**src/rtl/fetch_pkg.sv**
```systemverilog
// Shared types and constants for the instruction fetch controller.
package fetch_pkg;

   localparam int unsigned ADDR_W      = 32;
   localparam int unsigned INSTR_W     = 32;
   localparam int unsigned INSTR_BYTES = 4;
   localparam int unsigned ALIGN_W     = $clog2(INSTR_BYTES);

   typedef enum logic [1:0] {
      IDLE  = 2'd0,
      FETCH = 2'd1,
      HALT  = 2'd2
   } fetch_state_t;

   // Decode-facing payload for the default 32-bit configuration.
   typedef struct packed {
      logic [ADDR_W-1:0]  pc;
      logic [INSTR_W-1:0] instr;
   } fetch_entry_t;

endpackage

```
**src/rtl/fetch_fifo.sv**
```systemverilog
// Small synchronous FIFO with a registered head entry and a flush.
// Push while full is accepted only when a pop happens in the same cycle.
module fetch_fifo #(
   parameter int unsigned DEPTH = 2,
   parameter int unsigned WIDTH = 64
) (
   input  logic                   clk,
   input  logic                   rst_n,
   input  logic                   flush_i,
   input  logic                   push_i,
   input  logic [WIDTH-1:0]       push_data_i,
   input  logic                   pop_i,
   output logic [$clog2(DEPTH):0] count_o,
   output logic                   valid_o,
   output logic [WIDTH-1:0]       head_o
);

   localparam int unsigned PTR_W = $clog2(DEPTH);
   localparam int unsigned CNT_W = PTR_W + 1;

   logic [WIDTH-1:0] mem_q [DEPTH];
   logic [PTR_W-1:0] wr_q, wr_d;
   logic [PTR_W-1:0] rd_q, rd_d;
   logic [CNT_W-1:0] cnt_q, cnt_d;
   logic             valid_q, valid_d;
   logic [WIDTH-1:0] head_q, head_d;
   logic             full_c;
   logic             do_pop_c;
   logic             do_push_c;

   assign full_c    = (cnt_q == CNT_W'(DEPTH));
   assign do_pop_c  = pop_i && valid_q && !flush_i;
   assign do_push_c = push_i && !flush_i && (!full_c || do_pop_c);

   // Next pointers, occupancy and the value the head register will hold.
   always_comb begin
      wr_d   = wr_q;
      rd_d   = rd_q;
      cnt_d  = cnt_q;
      head_d = head_q;
      if (flush_i) begin
         wr_d  = '0;
         rd_d  = '0;
         cnt_d = '0;
      end else begin
         if (do_push_c) wr_d = wr_q + PTR_W'(1);
         if (do_pop_c)  rd_d = rd_q + PTR_W'(1);
         case ({do_push_c, do_pop_c})
            2'b10:   cnt_d = cnt_q + CNT_W'(1);
            2'b01:   cnt_d = cnt_q - CNT_W'(1);
            default: cnt_d = cnt_q;
         endcase
         // The head mirrors mem_q[rd]; refresh it whenever the head slot changes.
         if (do_pop_c) begin
            if (cnt_q > CNT_W'(1))  head_d = mem_q[rd_q + PTR_W'(1)];
            else if (do_push_c)     head_d = push_data_i;
         end else if ((cnt_q == '0) && do_push_c) begin
            head_d = push_data_i;
         end
      end
      valid_d = (cnt_d != '0);
   end

   // Control and head registers.
   always_ff @(posedge clk or negedge rst_n) begin
      if (!rst_n) begin
         wr_q    <= '0;
         rd_q    <= '0;
         cnt_q   <= '0;
         valid_q <= 1'b0;
         head_q  <= '0;
      end else begin
         wr_q    <= wr_d;
         rd_q    <= rd_d;
         cnt_q   <= cnt_d;
         valid_q <= valid_d;
         head_q  <= head_d;
      end
   end

   // Entry storage; contents are only meaningful below the count.
   always_ff @(posedge clk) begin
      if (do_push_c) mem_q[wr_q] <= push_data_i;
   end

   assign count_o = cnt_q;
   assign valid_o = valid_q;
   assign head_o  = head_q;

endmodule

```
**src/rtl/instr_fetch_ctrl.sv**
```systemverilog
// Instruction fetch controller: owns the PC, reads the async ROM and
// queues {pc, instr} for decode. Handles redirects and misaligned targets.
module instr_fetch_ctrl
   import fetch_pkg::*;
#(
   parameter int unsigned              ADDRESS_WIDTH = 32,
   parameter int unsigned              INSTR_WIDTH   = 32,
   parameter logic [ADDRESS_WIDTH-1:0] RESET_VECTOR  = '0,
   parameter int unsigned              BUF_DEPTH     = 2
) (
   input  logic                     clk,
   input  logic                     rst_n,
   input  logic                     fetch_en,
   output logic [ADDRESS_WIDTH-1:0] rom_addr,
   input  logic [INSTR_WIDTH-1:0]   rom_data,
   input  logic                     redirect_valid,
   input  logic [ADDRESS_WIDTH-1:0] redirect_pc,
   output logic                     out_valid,
   input  logic                     out_ready,
   output logic [INSTR_WIDTH-1:0]   out_instr,
   output logic [ADDRESS_WIDTH-1:0] out_pc,
   output logic                     misalign_err
);

   localparam int unsigned ENTRY_W = ADDRESS_WIDTH + INSTR_WIDTH;
   localparam int unsigned CNT_W   = $clog2(BUF_DEPTH) + 1;

   typedef struct packed {
      logic [ADDRESS_WIDTH-1:0] pc;
      logic [INSTR_WIDTH-1:0]   instr;
   } entry_t;

   fetch_state_t             state_q;
   logic [ADDRESS_WIDTH-1:0] pc_q;
   logic                     err_q;

   logic [CNT_W-1:0] fifo_count;
   logic             fifo_valid;
   entry_t           push_entry;
   entry_t           head_entry;
   logic             flush_c;
   logic             pop_c;
   logic             push_c;
   logic             misalign_c;

   // A redirect is honoured everywhere except HALT and always empties the buffer.
   assign flush_c    = redirect_valid && (state_q != HALT);
   assign misalign_c = (redirect_pc[ALIGN_W-1:0] != '0);
   assign pop_c      = fifo_valid && out_ready && !flush_c;
   assign push_c     = (state_q == FETCH) && fetch_en && !redirect_valid &&
                       ((fifo_count != CNT_W'(BUF_DEPTH)) || pop_c);
   assign push_entry = {pc_q, rom_data};

   // Fetch FSM, PC sequencing and the sticky misalignment fault.
   always_ff @(posedge clk or negedge rst_n) begin
      if (!rst_n) begin
         state_q <= IDLE;
         pc_q    <= RESET_VECTOR;
         err_q   <= 1'b0;
      end else if (flush_c) begin
         if (misalign_c) begin
            err_q   <= 1'b1;
            state_q <= HALT;
         end else begin
            pc_q <= redirect_pc;
         end
      end else begin
         case (state_q)
            IDLE:    if (fetch_en)  state_q <= FETCH;
            FETCH:   if (!fetch_en) state_q <= IDLE;
            default: state_q <= state_q;
         endcase
         if (push_c) pc_q <= pc_q + ADDRESS_WIDTH'(INSTR_BYTES);
      end
   end

   fetch_fifo #(
      .DEPTH (BUF_DEPTH),
      .WIDTH (ENTRY_W)
   ) u_fifo (
      .clk         (clk),
      .rst_n       (rst_n),
      .flush_i     (flush_c),
      .push_i      (push_c),
      .push_data_i (push_entry),
      .pop_i       (pop_c),
      .count_o     (fifo_count),
      .valid_o     (fifo_valid),
      .head_o      (head_entry)
   );

   assign rom_addr     = pc_q;
   assign out_valid    = fifo_valid;
   assign out_pc       = head_entry.pc;
   assign out_instr    = head_entry.instr;
   assign misalign_err = err_q;

endmodule

```
**config.mk**
```make
export PLATFORM = sky130hd
export DESIGN_NAME = instr_fetch_ctrl
export DESIGN_NICKNAME = d
export VERILOG_FILES = /design/src/rtl/fetch_pkg.sv /design/src/rtl/fetch_fifo.sv /design/src/rtl/instr_fetch_ctrl.sv
export SDC_FILE = /design/constraint.sdc
export NUM_CORES = 1
export LEC_CHECK = 0
export CORE_MARGIN = 4
export CORE_UTILIZATION = 53
export CTS_CLUSTER_SIZE = 24
export DETAILED_ROUTE_END_ITERATION = 16
export PLACE_DENSITY = 0.9
export SETUP_SLACK_MARGIN = 0.3
export SLEW_MARGIN = 15
export SYNTH_ARGS = -nofsm -noshare
export SYNTH_HDL_FRONTEND = slang
export SYNTH_SLANG_ARGS = --single-unit
```
**constraint.sdc**
```tcl
create_clock -name clk -period 5.4 [get_ports clk]
set_input_delay 0.81 -clock clk [delete_from_list [all_inputs] [get_ports clk]]
set_output_delay 0.81 -clock clk [all_outputs]
set_load 0.05 [all_outputs]
```
==> out/results.md <==
### Worst setup path
• a21oi_1 — cell occurring most often along the worst timing path
• primary input — Worst setup SP type
• 3630 ps — Arrival @ worst endpoint
• flop — CP Capture Type
• primary input to flop — Worst Setup Path Type
• 5790 ps — required arrival time at the worst endpoint
• 670 ps — critical path's largest stage delay
• 11 — Critical Path Fanout Max
• clkdlybuf4s50_1, nand4bb_1, a21o_1, clkinv_1, a21oi_1, buf_4, a21oi_1, o22a_1 — cells along the critical path
• a21oi_1 — standard cell with the maximum stage delay on the critical path

### Detailed routing
• 19.50 um — wire length per cell after detailed routing
• 494 — initial drt markers
• 5.930 — via/cell ratio
• 23.59 mm — total length of routed wires
• 7,175 — total number of vias
• 0 — antenna viol nets, final
• 0 — DRC violations left
• 5 — 1st-pass router iterations

### Synth
• 12.20 um^2 — Avg Inst Size Synth
• 9953 um^2 — Cell Area, Synth
• edfxtp_1 — cell with the most instances after synthesis
• edfxtp_1 (39%), dfrtp_1 (26%), mux2i_1 (6.6%) — largest cells by area after synthesis
• edfxtp_1 (128), dfrtp_1 (104), nand2_1 (97) — most frequent cells after synthesis
• 52 — Distinct cells, synth
• 128 — number of enable flip-flop cells after synthesis
• 816 — Gate Count Post-Synth
• 0.4483 — proportion of synthesized flip-flops having asynchronous set or reset
• 891 — post-synthesis net count
• edfxtp_1 — Primary FF master, synth
• 0 — Yosys Warn Count
• 0.3862 — fraction of post-synthesis cell area in the top cell type by area
• edfxtp_1 — largest area contributor in the synthesized netlist
• 0.6476 — share of the yosys chip area belonging to registers
• 232 — number of register bits inferred by synthesis

### Power and ir drop
• 0.503 — sequential share of power
• 0.087 — portion of total power attributed to combinational logic
• 908.2 uW — net switching power
• 0.2324 — net switching fraction of the power
• 311.0 nW/um^2 — PwrDens
• 4.973 nW — leakage dissipation
• 3.000 mW — total internal power
• 3.909 mW — Total Power
• 0.409 — clock group share of total power
• 0.0002931 V — worst vdd ir

### Timing
• 0.2847 — max_slew headroom
• 3240 ps — final worst path period need
• 7.513 ps — final worst clock skew
• 0 — number of failing setup endpoints in the final timing report
• 0.5999 — period utilisation layout
• 435.4 ps — Post-Route Hold Slack
• false — setup repair after global routing missed its margin
• 0 ps — total negative slack for setup checks
• 1070 ps — transition time of the tightest slew-check pin
• 0 — endpoints failing hold
• 0 — number of pins exceeding their max-slew limit in the final report
• 308.7 MHz — maximum frequency from static timing analysis

### Placed design
• 14.66 mm — DPL Wire Length
• 166 — number of port buffers
• 0.8783 — global placer's final weighted congestion

### Cells and area
• 0.05510 — fraction of layout cells with a size suffix above 1
• 1,037 — # nets final
• 26.29% — synth-to-layout area growth

### Clock tree
• 60 ps — clock-pin transition on the worst setup and hold timing paths
• 1 — maximum level of the CTS H-tree
• 3 — maximum clock insertion buffer count
• 0 — hold-fix buffer count after cts
• 232 — clock sink count
• 24 — Num CTS Buffers
• done — TritonCTS clock tree
• 510 ps — clock network latency to the later pin of the worst-skew pair
• clkbuf_16 — buffer type at the clock tree root
• 0 — Resize count post-CTS
• 0 — postcts setup bufs

### Die
• 49 — Site Rows
• 18,210 um^2 — core box area
• 21,040 um^2 — area enclosed by the die boundary
• 145.0 um — die outline width
• 167 — top-level I/O count
• 0.5466 — Starting Density
• 145.0 um — overall die height

### Min path
• primary input to asynchronous set/reset pin — path type of the worst min-delay path

### Status
• complete, no violations — status

### Global routing
• 37.62 mm — wire length of the first global-routing pass
• 129 — pin count of the biggest net entering global routing
• 0.2167 — GRT Resource Usage Total
• 1 — number of antenna violations at the first check in global routing
• 7,169 — via count of the first global-routing pass
• 0 — Congestion Overflow GR

### Job
• 0 — max-capacitance violation count

layer usage:
metal | share of wire | routed length, um | up-vias | GRT usage
li1 | - | - | 3302 | -
met1 | 0.41 | 9688 | 3554 | 0.2771
met2 | 0.50 | 11870 | 283 | 0.3777
met3 | 0.066 | 1558 | 36 | 0.04272
met4 | 0.020 | 473 | 0 | 0.06556
met5 | 0 | 0 | - | 0
power groups by stage:
stage / clock, mW / sequential, mW / combinational (mW)
after floorplan: 0 / 2.08 / 0.0875
after global placement: 0 / 2.00 / 0.336
after detailed placement: 0 / 2.00 / 0.343
after CTS: 1.63 / 1.97 / 0.344
after global routing: 1.71 / 1.97 / 0.363
final: 1.60 / 1.97 / 0.342
sequential cells by signal, summed over array words and instances (netlist names), 2 cells and up:
name / flops
u_fifo.count_o: 2
u_fifo.head_o: 64
state_q: 2
u_fifo.mem_q: 128
rom_addr: 32
layout by cell type, fill, tap and decap left out, types with 16 or more instances in the layout:
master,instances
clkdlybuf4s50_1,165
edfxtp_1,128
nand2_1,97
a21oi_1,31
clkbuf_16,25
nor2_1,94
a21o_1,33
mux2i_1,66
a211o_1,35
a211oi_1,35
dfrtp_1,103
o21ai_0,16
layout make-up:
class / count / area (um^2)
Tap cell: 229 / 286.5
Clock buffer: 40 / 721.9
Timing Repair Buffer: 175 / 1752
Fill cell: 1278 / 5639
Inverter: 12 / 45.04
Sequential cell: 232 / 6450
Antenna cell: 1 / 2.502
Clock inverter: 4 / 48.80
Multi-Input combinational cell: 517 / 3263
logic make-up after synthesis:
| kind of cell | after synthesis | share of synthesized area |
|---|---|---|
| muxes | 67 | 0.06750 |
| buffers and inverters | 67 | 0.02728 |
| xor gates and xnor gates | 2 | 0.001760 |
| DFF | 232 | 0.6476 |
| and+or+nand+nor | 253 | 0.1125 |
| adders and majority gates | 6 | 0.007542 |
| AOI/OAI and AO/OA | 189 | 0.1358 |
per-stage QoR:
| step | instances | area (um^2) | setup slack [ps] | util |
|---|---|---|---|---|
| after global placement | 1165 | 11800 | 1940 | 0.6478 |
| final | 1210 | 12570 | 2160 | 0.6903 |
| after global routing | 1210 | 12570 | 2026 | 0.6903 |
| after floorplan | 816 | 9953 | 698.5 | - |
| after detailed placement | 1165 | 11800 | 1767 | 0.6478 |
| after CTS | 1209 | 12570 | 2230 | 0.6902 |
final timing paths:
check / cells after the start / start / slack, ps / endpoint
max: 8 / redirect_valid / 2160 / rom_addr[23]
min: 1 / rst_n / 440 / u_fifo.head_o[35]
max reg2reg: 8 / u_fifo.count_o[0] / 2630 / rom_addr[23]
min reg2reg: 1 / misalign_err / 460 / misalign_err
max in group asynchronous: 2 / rst_n / 3780 / u_fifo.rd_q
min in group clk: 1 / misalign_err / 460 / misalign_err
worst max-delay path: cells and delay by family:
kind	cells	cell delay, ps
buffers and inverters	3	1280
and+or+nand+nor	1	220
AOI/OAI and AO/OA	4	1330
(Power assumes the default switching activity.)
